### src/rtl/wb_arbiter.sv
// Writeback arbiter: grants one of NUM_SRC result sources per cycle and
// presents a single registered write to the register-file port.
module wb_arbiter #(
  parameter int unsigned NUM_SRC      = 4,
  parameter int unsigned DATA_W       = 16,
  parameter int unsigned ADDR_W       = 4,
  parameter int unsigned RR_MODE      = 1,
  parameter int unsigned ZERO_DISCARD = 1
) (
  input  logic                         clk,
  input  logic                         rst_n,
  input  logic                         flush,
  input  logic [NUM_SRC-1:0]           src_valid,
  output logic [NUM_SRC-1:0]           src_ready,
  input  logic [NUM_SRC*DATA_W-1:0]    src_data,
  input  logic [NUM_SRC*ADDR_W-1:0]    src_addr,
  output logic                         wb_valid,
  input  logic                         wb_ready,
  output logic [ADDR_W-1:0]            wb_addr,
  output logic [DATA_W-1:0]            wb_data,
  output logic [$clog2(NUM_SRC)-1:0]   wb_src,
  output logic [15:0]                  wb_count
);

  localparam int unsigned SRC_W = $clog2(NUM_SRC);
  localparam int unsigned CNT_W = 16;

  typedef enum logic {
    S_EMPTY = 1'b0,
    S_FULL  = 1'b1
  } state_t;

  state_t              r_state, w_state_nxt;
  logic [SRC_W-1:0]    r_ptr, w_ptr_nxt;
  logic [ADDR_W-1:0]   r_addr, w_addr_nxt;
  logic [DATA_W-1:0]   r_data, w_data_nxt;
  logic [SRC_W-1:0]    r_src, w_src_nxt;
  logic [CNT_W-1:0]    r_count, w_count_nxt;

  logic [NUM_SRC-1:0]  w_grant;
  logic [SRC_W-1:0]    w_gnt_idx;
  logic [SRC_W-1:0]    w_scan;
  logic                w_gnt_any;
  logic [DATA_W-1:0]   w_sel_data;
  logic [ADDR_W-1:0]   w_sel_addr;
  logic                w_slot_free;
  logic                w_xfer;
  logic                w_discard;
  logic                w_drain;

  // First valid source scanning upward from the pointer, wrapping; the
  // pointer never moves in fixed-priority mode, so index 0 wins there.
  always_comb begin
    w_grant   = '0;
    w_gnt_idx = '0;
    w_gnt_any = 1'b0;
    w_scan    = '0;
    for (int unsigned k = 0; k < NUM_SRC; k++) begin
      w_scan = SRC_W'((32'(r_ptr) + k) % NUM_SRC);
      if (!w_gnt_any && src_valid[w_scan]) begin
        w_gnt_any = 1'b1;
        w_gnt_idx = w_scan;
      end
    end
    if (w_gnt_any) w_grant[w_gnt_idx] = 1'b1;
  end

  // Payload of the granted source
  always_comb begin
    w_sel_data = '0;
    w_sel_addr = '0;
    for (int unsigned i = 0; i < NUM_SRC; i++) begin
      if (w_grant[i]) begin
        w_sel_data = src_data[i*DATA_W +: DATA_W];
        w_sel_addr = src_addr[i*ADDR_W +: ADDR_W];
      end
    end
  end

  assign w_slot_free = (r_state == S_EMPTY) || wb_ready;
  assign w_xfer      = w_gnt_any && w_slot_free && !flush && rst_n;
  assign src_ready   = w_grant & {NUM_SRC{w_xfer}};
  assign w_discard   = (ZERO_DISCARD != 0) && (w_sel_addr == '0);
  assign w_drain     = (r_state == S_FULL) && wb_ready;

  // Slot next-state: flush drops the pending write; drain and refill may coincide
  always_comb begin
    w_state_nxt = r_state;
    w_ptr_nxt   = r_ptr;
    w_addr_nxt  = r_addr;
    w_data_nxt  = r_data;
    w_src_nxt   = r_src;
    w_count_nxt = r_count;
    if (flush) begin
      w_state_nxt = S_EMPTY;
    end else begin
      if (w_drain) begin
        w_state_nxt = S_EMPTY;
        w_count_nxt = r_count + CNT_W'(1);
      end
      if (w_xfer) begin
        if (RR_MODE != 0) begin
          w_ptr_nxt = (w_gnt_idx == SRC_W'(NUM_SRC - 1)) ? '0 : w_gnt_idx + SRC_W'(1);
        end
        if (!w_discard) begin
          w_state_nxt = S_FULL;
          w_addr_nxt  = w_sel_addr;
          w_data_nxt  = w_sel_data;
          w_src_nxt   = w_gnt_idx;
        end
      end
    end
  end

  always_ff @(posedge clk) begin
    if (!rst_n) begin
      r_state <= S_EMPTY;
      r_ptr   <= '0;
      r_addr  <= '0;
      r_data  <= '0;
      r_src   <= '0;
      r_count <= '0;
    end else begin
      r_state <= w_state_nxt;
      r_ptr   <= w_ptr_nxt;
      r_addr  <= w_addr_nxt;
      r_data  <= w_data_nxt;
      r_src   <= w_src_nxt;
      r_count <= w_count_nxt;
    end
  end

  assign wb_valid = (r_state == S_FULL);
  assign wb_addr  = r_addr;
  assign wb_data  = r_data;
  assign wb_src   = r_src;
  assign wb_count = r_count;

endmodule
### config.mk
export PLATFORM = sky130hd
export DESIGN_NAME = wb_arbiter
export DESIGN_NICKNAME = d
export VERILOG_FILES = /design/src/rtl/wb_arbiter.sv
export SDC_FILE = /design/constraint.sdc
export NUM_CORES = 1
export LEC_CHECK = 0
export ABC_AREA = 1
export BUFFER_PORTS_ARGS = -buffer_cell sky130_fd_sc_hd__buf_2
export CAP_MARGIN = 20
export CORE_AREA = 2 2 93 73
export CTS_BUF_LIST = sky130_fd_sc_hd__clkbuf_8
export DETAILED_ROUTE_END_ITERATION = 8
export DIE_AREA = 0 0 95 75
export PLACE_DENSITY_LB_ADDON = 0.25
export SYNTH_ARGS = -nofsm -noshare
export SYNTH_HDL_FRONTEND = slang
export SYNTH_SLANG_ARGS = --single-unit
### constraint.sdc
create_clock -name clk -period 3.52 [get_ports clk]
set_clock_uncertainty 0.05 [all_clocks]
set_input_delay 0.176 -clock clk [delete_from_list [all_inputs] [get_ports clk]]
set_output_delay 0.176 -clock clk [all_outputs]
set_load 0.005 [all_outputs]
==> results of run 1 <==
==> worst register-to-register path: cells and delay by family, from the launching register on <==
kind            cells  cell delay (ps)
fa+ha+maj           1              280
flops               1              380
simple gates       12             1390
compound gates      3              520
buf+inv             4              500
==> where the power goes <==
part           switching [mW]  internal [mW]  total, mW
Clock                   0.143          0.132      0.275
Combinational           0.755          0.470       1.22
Sequential             0.0383          0.528      0.566
==> flip-flops by register name (all words and copies together) (netlist names) <==
name and cells:
wb_count 16, wb_src 2, wb_data 16, r_ptr 2, wb_valid 1, wb_addr 4
==> cells in the mapped netlist, types with 2 or more instances <==
cell type,n
nand2_1,108
nand3_1,59
inv_1,57
nor2_1,43
dfxtp_1,41
a21oi_1,38
o21ai_0,30
a21boi_0,14
nand3_2,14
buf_6,8
clkbuf_1,7
buf_2,6
nand2_2,6
nand3b_1,6
ha_1,5
nand4_1,5
nor3_1,5
buf_1,4
nor2_4,3
a21boi_1,2
and3_1,2
inv_2,2
o21a_1,2
or2_2,2
==> metrics by stage <==
step	cell area (µm²)	power [mW]	worst slack [ps]	hold WS [ps]	instances
finish	3760	2.07	313	127	679
global placement	3660	1.76	149	411	669
global route	3760	2.26	-5.07	141	679
CTS	3740	2.08	111	113	677
floorplan	3010	1.53	361	304	476
detailed placement	3660	1.79	-22.9	415	669
==> area by class of cell <==
type | count | area, µm²
Clock inverter | 3 | 11.3
Multi-Input combinational cell | 349 | 1790
Clock buffer | 5 | 68.8
Timing Repair Buffer | 140 | 738
Inverter | 60 | 230
Sequential cell | 41 | 822
Fill cell | 623 | 2400
Tap cell | 81 | 101
==> logic make-up after synthesis <==
group | Yosys count | share of synthesized area
DFF | 41 | 0.273
buffers and inverters | 86 | 0.133
and+or+nand+nor | 257 | 0.413
adders and majority gates | 5 | 0.0208
AOI/OAI and AO/OA | 87 | 0.160
==> layer usage <==
| metal | share of wire | track usage | wire (µm) | up-vias |
|---|---|---|---|---|
| met5 | 0 | 0 | 0 | - |
| met4 | 0.0073 | 0.0386 | 58 | 0 |
| met3 | 0.069 | 0.0551 | 547 | 6 |
| met2 | 0.48 | 0.409 | 3820 | 95 |
| met1 | 0.45 | 0.274 | 3560 | 1514 |
| li1 | - | - | - | 1783 |
==> timing repair <==
item                       CTS  global route
gates resized for setup      1             3
setup endpoints to repair   12            25
pin swaps                    0             0
gates cloned                 0             0
setup buffers                0             2
==> how the worst min path moves through the flow <==
| stage | start | to | depth (start not counted) |
|---|---|---|---|
| 2_1_floorplan | flush | wb_valid | 3 |
| 3_3_place_gp | wb_data[3] | wb_data[3] | 2 |
| 3_5_place_dp | flush | wb_valid | 4 |
| 4_1_cts | flush | wb_valid | 4 |
| 5_1_grt | flush | wb_valid | 4 |
| 6_report | flush | wb_valid | 4 |
==> flow_summary.toml, run 1 <==
[global_route]
grt_pass1_wl_um = 12800
antenna_found_initial = 0
track_usage = 0.224
grt_overflow = 0
grt_max_degree = 38
grt_pass1_vias = 2987

[placement]
gp_congestion = 0.810
port_buffers = 130
hpwl_um = 6270

[sta]
hold_viol = 0
finalSetupViolCount = 0
slew_headroom = 0.581
final.period_utilization = 0.911
max_freq_mhz = 312
drv_slew = 0
tns_ps = 0
period_needed_ps = 3210
worstMarginPinSlew_ps = 628

[logic_synthesis]
ys_types = 31
synth_edf_count = 0
yosysTopAreaCellShare = 0.273
synth_warnings = 0
async_reset_ff_frac = 0
yosysTopAreaCell = "dfxtp_1"
syn_inst = 476
synth_area_per_cell_um2 = 6.31
syn-num-nets = 569
synthFlopType = "dfxtp_1"
ys_top_cells_by_area = "dfxtp_1, nand2_1, nand3_1"
synth_seq_area_share = 0.273
synth-seq-cells = 41
synth_area_um2 = 3010

[die]
fp.dieH_um = 75
core_area_um2 = 6160
die-area_um2 = 7130
pin_count = 131
initial_utilization = 0.488
die_w_um = 95
row_count = 25

[worst_hold_path]
hold_path.class = "primary input to flop"

[setup_path]
slowest_delay_ps = 380
endpoint_kind = "flop"
crit_slowest_cell = "dfxtp_1"
crit_fanout = 20
worstPathRequired_ps = 3650
path_depth = 20
crit_arrival_ps = 3340
path_cells = "inv_1 > nand2_1 > nand2_1 > nand2_1 > nand2_2 > nor2_4 > nand2_1 > or2_2 > nand4_1 > o21ai_2 > inv_1 > ha_1 > nand2_2 > buf_4 > o21ai_0 > inv_1 > a21boi_0 > nand3_2 > nand2_1 > nor2_1"
cp-start-kind = "flop"
endpoint = "wb_data[15]"
rrSetupSlack_ps = 310
reg2reg_from = "r_ptr[1]"
cp_common_cell = "nand2_1"
regToRegEndpoint = "wb_data[15]"
path_buf_inv = 4
crit_family = "simple AND/OR/NAND/NOR gates"
crit_path_start = "r_ptr[1]"
worstRegToRegCells = 20
path_class = "flop to flop"

[cts]
clk_latency_ps = 280
clockBufferDepth = 2
htreeDepth = 2
root_buffer = "clkbuf_8"
cts_tree = "yes"
numCtsBuffers = 5
clkTransAtPathRegs_ps = 70
postCtsHoldBufs = 0
cts.sinks = 41

[drt]
routed_wirelength_um = 7990
drtIter0Drc = 136
avgRoutedWirePerCell_um = 11.8
drc_errors = 0
vias = 3398
first_pass_iters = 4
viasPerCell = 5.00
antenna_left = 0

[power_and_ir_drop]
p_leak_nw = 1.95
power_density_nw_per_um2 = 549
vdd_drop_max_mv = 0.367

[finish]
num-nets-final = 690
final_cell_mix = "buf_2, nand2_1, inv_1"
areaGrowthSynthToFinish_pct = 25.2
fin_util = 0.611
layout_commonest_cell = "buf_2"
layout-drive-gt1-share = 0.298
diodes = 0

[flow_run]
cap_violations = 0

[run_status]
status = "finished clean"
(Power assumes the default switching activity.)
==> inputs of run 2 (changes only) <==
--- a/config.mk
+++ b/config.mk
@@ -12,6 +12,7 @@
 export CTS_BUF_LIST = sky130_fd_sc_hd__clkbuf_8
 export DETAILED_ROUTE_END_ITERATION = 8
 export DIE_AREA = 0 0 95 75
+export HOLD_SLACK_MARGIN = 0.15
 export PLACE_DENSITY_LB_ADDON = 0.25
 export SYNTH_ARGS = -nofsm -noshare
 export SYNTH_HDL_FRONTEND = slang
==> flow_summary.toml, run 2 (synthesis results as in run 1) <==
[run_status]
status = "finished clean"

[placement]
hpwl_um = 6270
placed_cell_area_um2 = 3660
place_inst = 669
gp_congestion = 0.810
port_buffers = 130

[cts]
cts.sinks = 41
clk_latency_ps = 280
cts_tree = "yes"
clkTransAtPathRegs_ps = 70
root_buffer = "clkbuf_8"
clockBufferDepth = 2
htreeDepth = 2
numCtsBuffers = 5

[setup_path]
endpoint_kind = "flop"
worstPathRequired_ps = 3650
cp-start-kind = "flop"
reg2reg_from = "r_ptr[1]"
rrSetupSlack_ps = 310
regToRegEndpoint = "wb_data[15]"
path_class = "flop to flop"
worstRegToRegCells = 20
crit_arrival_ps = 3340
crit_fanout = 20

[finish]
num-nets-final = 691
finalInstanceArea_um2 = 3770
final_cell_mix = "buf_2, nand2_1, inv_1"
layout-drive-gt1-share = 0.297
stdcell_count = 680
fill_cells = 621
diodes = 0
areaGrowthSynthToFinish_pct = 25.6
layout_commonest_cell = "buf_2"

[worst_hold_path]
hold_depth = 4
hold_path_startpoint = "wb_ready"
whs_endpoint = "wb_valid"
hold_path.class = "primary input to flop"

[sta]
slew_headroom = 0.573
final.period_utilization = 0.913
tns_ps = 0
period_needed_ps = 3210
worstMarginPinSlew_ps = 641
hold_viol = 0
max_freq_mhz = 311
finalSetupViolCount = 0
drv_slew = 0
hold_slack_ps = 198

[global_route]
grt_pass1_wl_um = 12800
track_usage = 0.224
antenna_found_initial = 0
grt_overflow = 0
grt_pass1_vias = 2990
grt_max_degree = 38

[die]
row_count = 25
fp.dieH_um = 75
die_w_um = 95
die-area_um2 = 7130
core_area_um2 = 6160
initial_utilization = 0.488
pin_count = 131

[power_and_ir_drop]
power_frac_comb = 0.593
p_sw_mw = 0.938
clockPowerShare = 0.134
p_sw_frac = 0.453
power_frac_seq = 0.274
vdd_drop_max_mv = 0.367
p_leak_nw = 1.95
p_int_mw = 1.13
power_density_nw_per_um2 = 548

[drt]
vias = 3419
antenna_left = 0
drc_errors = 0
viasPerCell = 5.03
avgRoutedWirePerCell_um = 11.8
routed_wirelength_um = 8000
drtIter0Drc = 126
first_pass_iters = 5

[flow_run]
cap_violations = 0
## run 2: worst max path at each step
stage,start,end,slack [ps],cells after the start
after floorplan,r_ptr[0],wb_data[0],360,23
after global placement,r_ptr[0],wb_addr[0],150,18
after detailed placement,r_ptr[0],wb_valid,-20,19
after CTS,r_ptr[0],wb_src[0],110,21
after global routing,r_ptr[1],wb_data[9],-5,20
final,r_ptr[1],wb_data[15],310,20
## run 2: layout make-up
| type | count | area, µm² | share of cell area |
|---|---|---|---|
| Timing Repair Buffer | 141 | 748 | 0.198 |
| Multi-Input combinational cell | 349 | 1790 | 0.475 |
| Sequential cell | 41 | 822 | 0.218 |
| Clock inverter | 3 | 11.3 | 0.00298 |
| Clock buffer | 5 | 68.8 | 0.0182 |
| Inverter | 60 | 230 | 0.0610 |
| Tap cell | 81 | 101 | 0.0269 |
## run 2: through the flow
stage | setup slack, ps | power (mW) | utilization
after floorplan | 361 | 1.53 | -
after global placement | 149 | 1.76 | 0.594
after detailed placement | -22.9 | 1.79 | 0.594
after CTS | 111 | 2.08 | 0.609
after global routing | -5.07 | 2.26 | 0.612
final | 305 | 2.07 | 0.612
## run 2: power groups by stage
| stage | logic, mW | registers [mW] | clock network [mW] |
|---|---|---|---|
| 3_3_place_gp | 1.19 | 0.573 | 0 |
| 2_1_floorplan | 0.951 | 0.574 | 0 |
| 3_5_place_dp | 1.22 | 0.575 | 0 |
| 5_1_grt | 1.38 | 0.573 | 0.305 |
| 4_1_cts | 1.22 | 0.566 | 0.288 |
| 6_report | 1.23 | 0.566 | 0.276 |
## run 2: critical path, cell delays in order, from the launching register on
cell and delay [ps]:
dfxtp_1 380, inv_1 140, nand2_1 90, nand2_1 110
nand2_1 130, nand2_2 70, nor2_4 130, nand2_1 80
or2_2 310, nand4_1 90, o21ai_2 90, inv_1 90
ha_1 280, nand2_2 160, buf_4 230, o21ai_0 160
inv_1 50, a21boi_0 260, nand3_2 100, nand2_1 70
nor2_1 40
## run 2: routing by layer
metal / vias to the layer above / global-route usage / part of all wire
met5: - / 0 / 0
met4: 0 / 0.0386 / 0.0072
met3: 6 / 0.0551 / 0.066
met2: 93 / 0.409 / 0.47
met1: 1537 / 0.275 / 0.45
li1: 1783 / - / -
## run 2: what timing repair did
item                                   in CTS  in global routing
setup endpoints to repair                  12                 25
gates resized for setup                     1                  3
endpoints found under the hold margin       1                  0
hold buffers                                1                  0
setup buffers                               0                  2
==> inputs of run 3 (changes only) <==
--- a/config.mk
+++ b/config.mk
@@ -8,12 +8,13 @@
 export ABC_AREA = 1
 export BUFFER_PORTS_ARGS = -buffer_cell sky130_fd_sc_hd__buf_2
 export CAP_MARGIN = 20
-export CORE_AREA = 2 2 93 73
-export CTS_BUF_LIST = sky130_fd_sc_hd__clkbuf_8
+export CORE_AREA = 2 2 95 74
+export CTS_BUF_LIST = sky130_fd_sc_hd__clkbuf_16
 export DETAILED_ROUTE_END_ITERATION = 8
-export DIE_AREA = 0 0 95 75
+export DIE_AREA = 0 0 97 76
 export HOLD_SLACK_MARGIN = 0.15
 export PLACE_DENSITY_LB_ADDON = 0.25
+export SKIP_LAST_GASP = 1
 export SYNTH_ARGS = -nofsm -noshare
 export SYNTH_HDL_FRONTEND = slang
 export SYNTH_SLANG_ARGS = --single-unit
==> flow_summary.toml, run 3 (synthesis results as in run 1) <==
[run_status]
status = "finished clean"

[cts]
root_buffer = "clkbuf_16"
numCtsBuffers = 5
htreeDepth = 2
clockBufferDepth = 2
clkTransAtPathRegs_ps = 60
cts.sinks = 41
cts_tree = "yes"
clk_latency_ps = 280

[drt]
antenna_left = 0
vias = 3460
avgRoutedWirePerCell_um = 12.2
drc_errors = 0
viasPerCell = 5.06
first_pass_iters = 6
drtIter0Drc = 176
routed_wirelength_um = 8340

[sta]
tns_ps = 0
rsz0062_at_grt = "no"
drv_slew = 0
final.period_utilization = 0.909
period_needed_ps = 3200
max_freq_mhz = 312
worstMarginPinSlew_ps = 424
finalSetupViolCount = 0
hold_viol = 0
slew_headroom = 0.717

[finish]
final_cell_mix = "buf_2, nand2_1, nand3_1"
areaGrowthSynthToFinish_pct = 29.7
stdcell_count = 684
finalInstanceArea_um2 = 3900
layout_commonest_cell = "buf_2"
layout-drive-gt1-share = 0.303
diodes = 0
fin_util = 0.596
num-nets-final = 692

[global_route]
antenna_found_initial = 0
grt_overflow = 0
grt_pass1_wl_um = 13800
track_usage = 0.224
grt_pass1_vias = 3068
grt_max_degree = 38

[setup_path]
worstPathRequired_ps = 3640
regToRegEndpoint = "wb_data[14]"
path_cells = "inv_1 > nand2_1 > nand2_1 > nand2_1 > nand2_2 > nor2_4 > nand2_1 > or2_2 > o21ai_2 > inv_1 > ha_1 > nand2_2 > nand3_1 > nand2_1 > nand2_2 > nor2_4 > nand2_8 > buf_4 > a21oi_1 > nor2_1"
cp-start-kind = "flop"
path_class = "flop to flop"
cp_common_cell = "nand2_1"
crit_path_start = "r_ptr[1]"
worstRegToRegCells = 20
slowest_delay_ps = 380
crit_slowest_cell = "dfxtp_1"
crit_fanout = 20
endpoint_kind = "flop"
rrSetupSlack_ps = 320
crit_arrival_ps = 3320
reg2reg_from = "r_ptr[1]"

[die]
row_count = 26
die_w_um = 97
fp.dieH_um = 76
pin_count = 131
core_area_um2 = 6540
die-area_um2 = 7370
initial_utilization = 0.460

[power_and_ir_drop]
power_density_nw_per_um2 = 606
power_mw = 2.36
vdd_drop_max_mv = 0.280
p_leak_nw = 1.98

[placement]
placed_cell_area_um2 = 3690
gp_congestion = 0.870
hpwl_um = 6330
port_buffers = 130
place_inst = 675

[worst_hold_path]
whs_endpoint = "wb_valid"
hold_path_startpoint = "wb_ready"
hold_depth = 4
hold_path.class = "primary input to flop"

[flow_run]
cap_violations = 0
run 3: metrics by stage:
stage	hold WS, ps	setup slack, ps
2_1_floorplan	304	361
3_3_place_gp	406	211
3_5_place_dp	412	-4.79
4_1_cts	171	127
5_1_grt	204	14.0
6_report	183	319
run 3: worst max path at each step:
stage | slack (ps) | end
2_1_floorplan | 360 | wb_data[0]
3_3_place_gp | 210 | wb_addr[1]
3_5_place_dp | -5 | wb_data[14]
4_1_cts | 130 | wb_data[14]
5_1_grt | 10 | wb_data[14]
6_report | 320 | wb_data[14]
run 3: cell type report:
cell class | count | area [µm²]
clock buffer | 5 | 125
clock inverter | 3 | 46.3
timing repair buffer | 142 | 756
multi-input combinational | 349 | 1810
inverter | 60 | 233
tap | 84 | 105
fill | 640 | 2640
sequential | 41 | 822
run 3: per-layer routing:
| layer | part of all wire | vias up | global-route usage |
|---|---|---|---|
| met2 | 0.49 | 93 | 0.386 |
| met3 | 0.047 | 18 | 0.0349 |
| met5 | 0 | - | 0 |
| li1 | - | 1788 | - |
| met4 | 0.023 | 0 | 0.0704 |
| met1 | 0.44 | 1561 | 0.288 |
run 3: power by group:
part	switching, mW	internal, mW
sequential	0.0364	0.528
combinational	0.782	0.489
clock	0.190	0.335
total	1.01	1.35
run 3: repair_timing:
item / 4_1_cts / 5_1_grt
buffers inserted: 0 / 0
hold buffers: 1 / 0
endpoints found under the setup margin: 1 / 19
hold endpoints to repair: 1 / 0
gates cloned: 0 / 0
resized for setup: 1 / 7
run 3: worst max-delay path, delay by kind of cell (launching register included):
kind            cells  cell delay, ps
buf+inv             3             420
flops               1             380
compound gates      2             380
fa+ha+maj           1             260
simple gates       14            1600
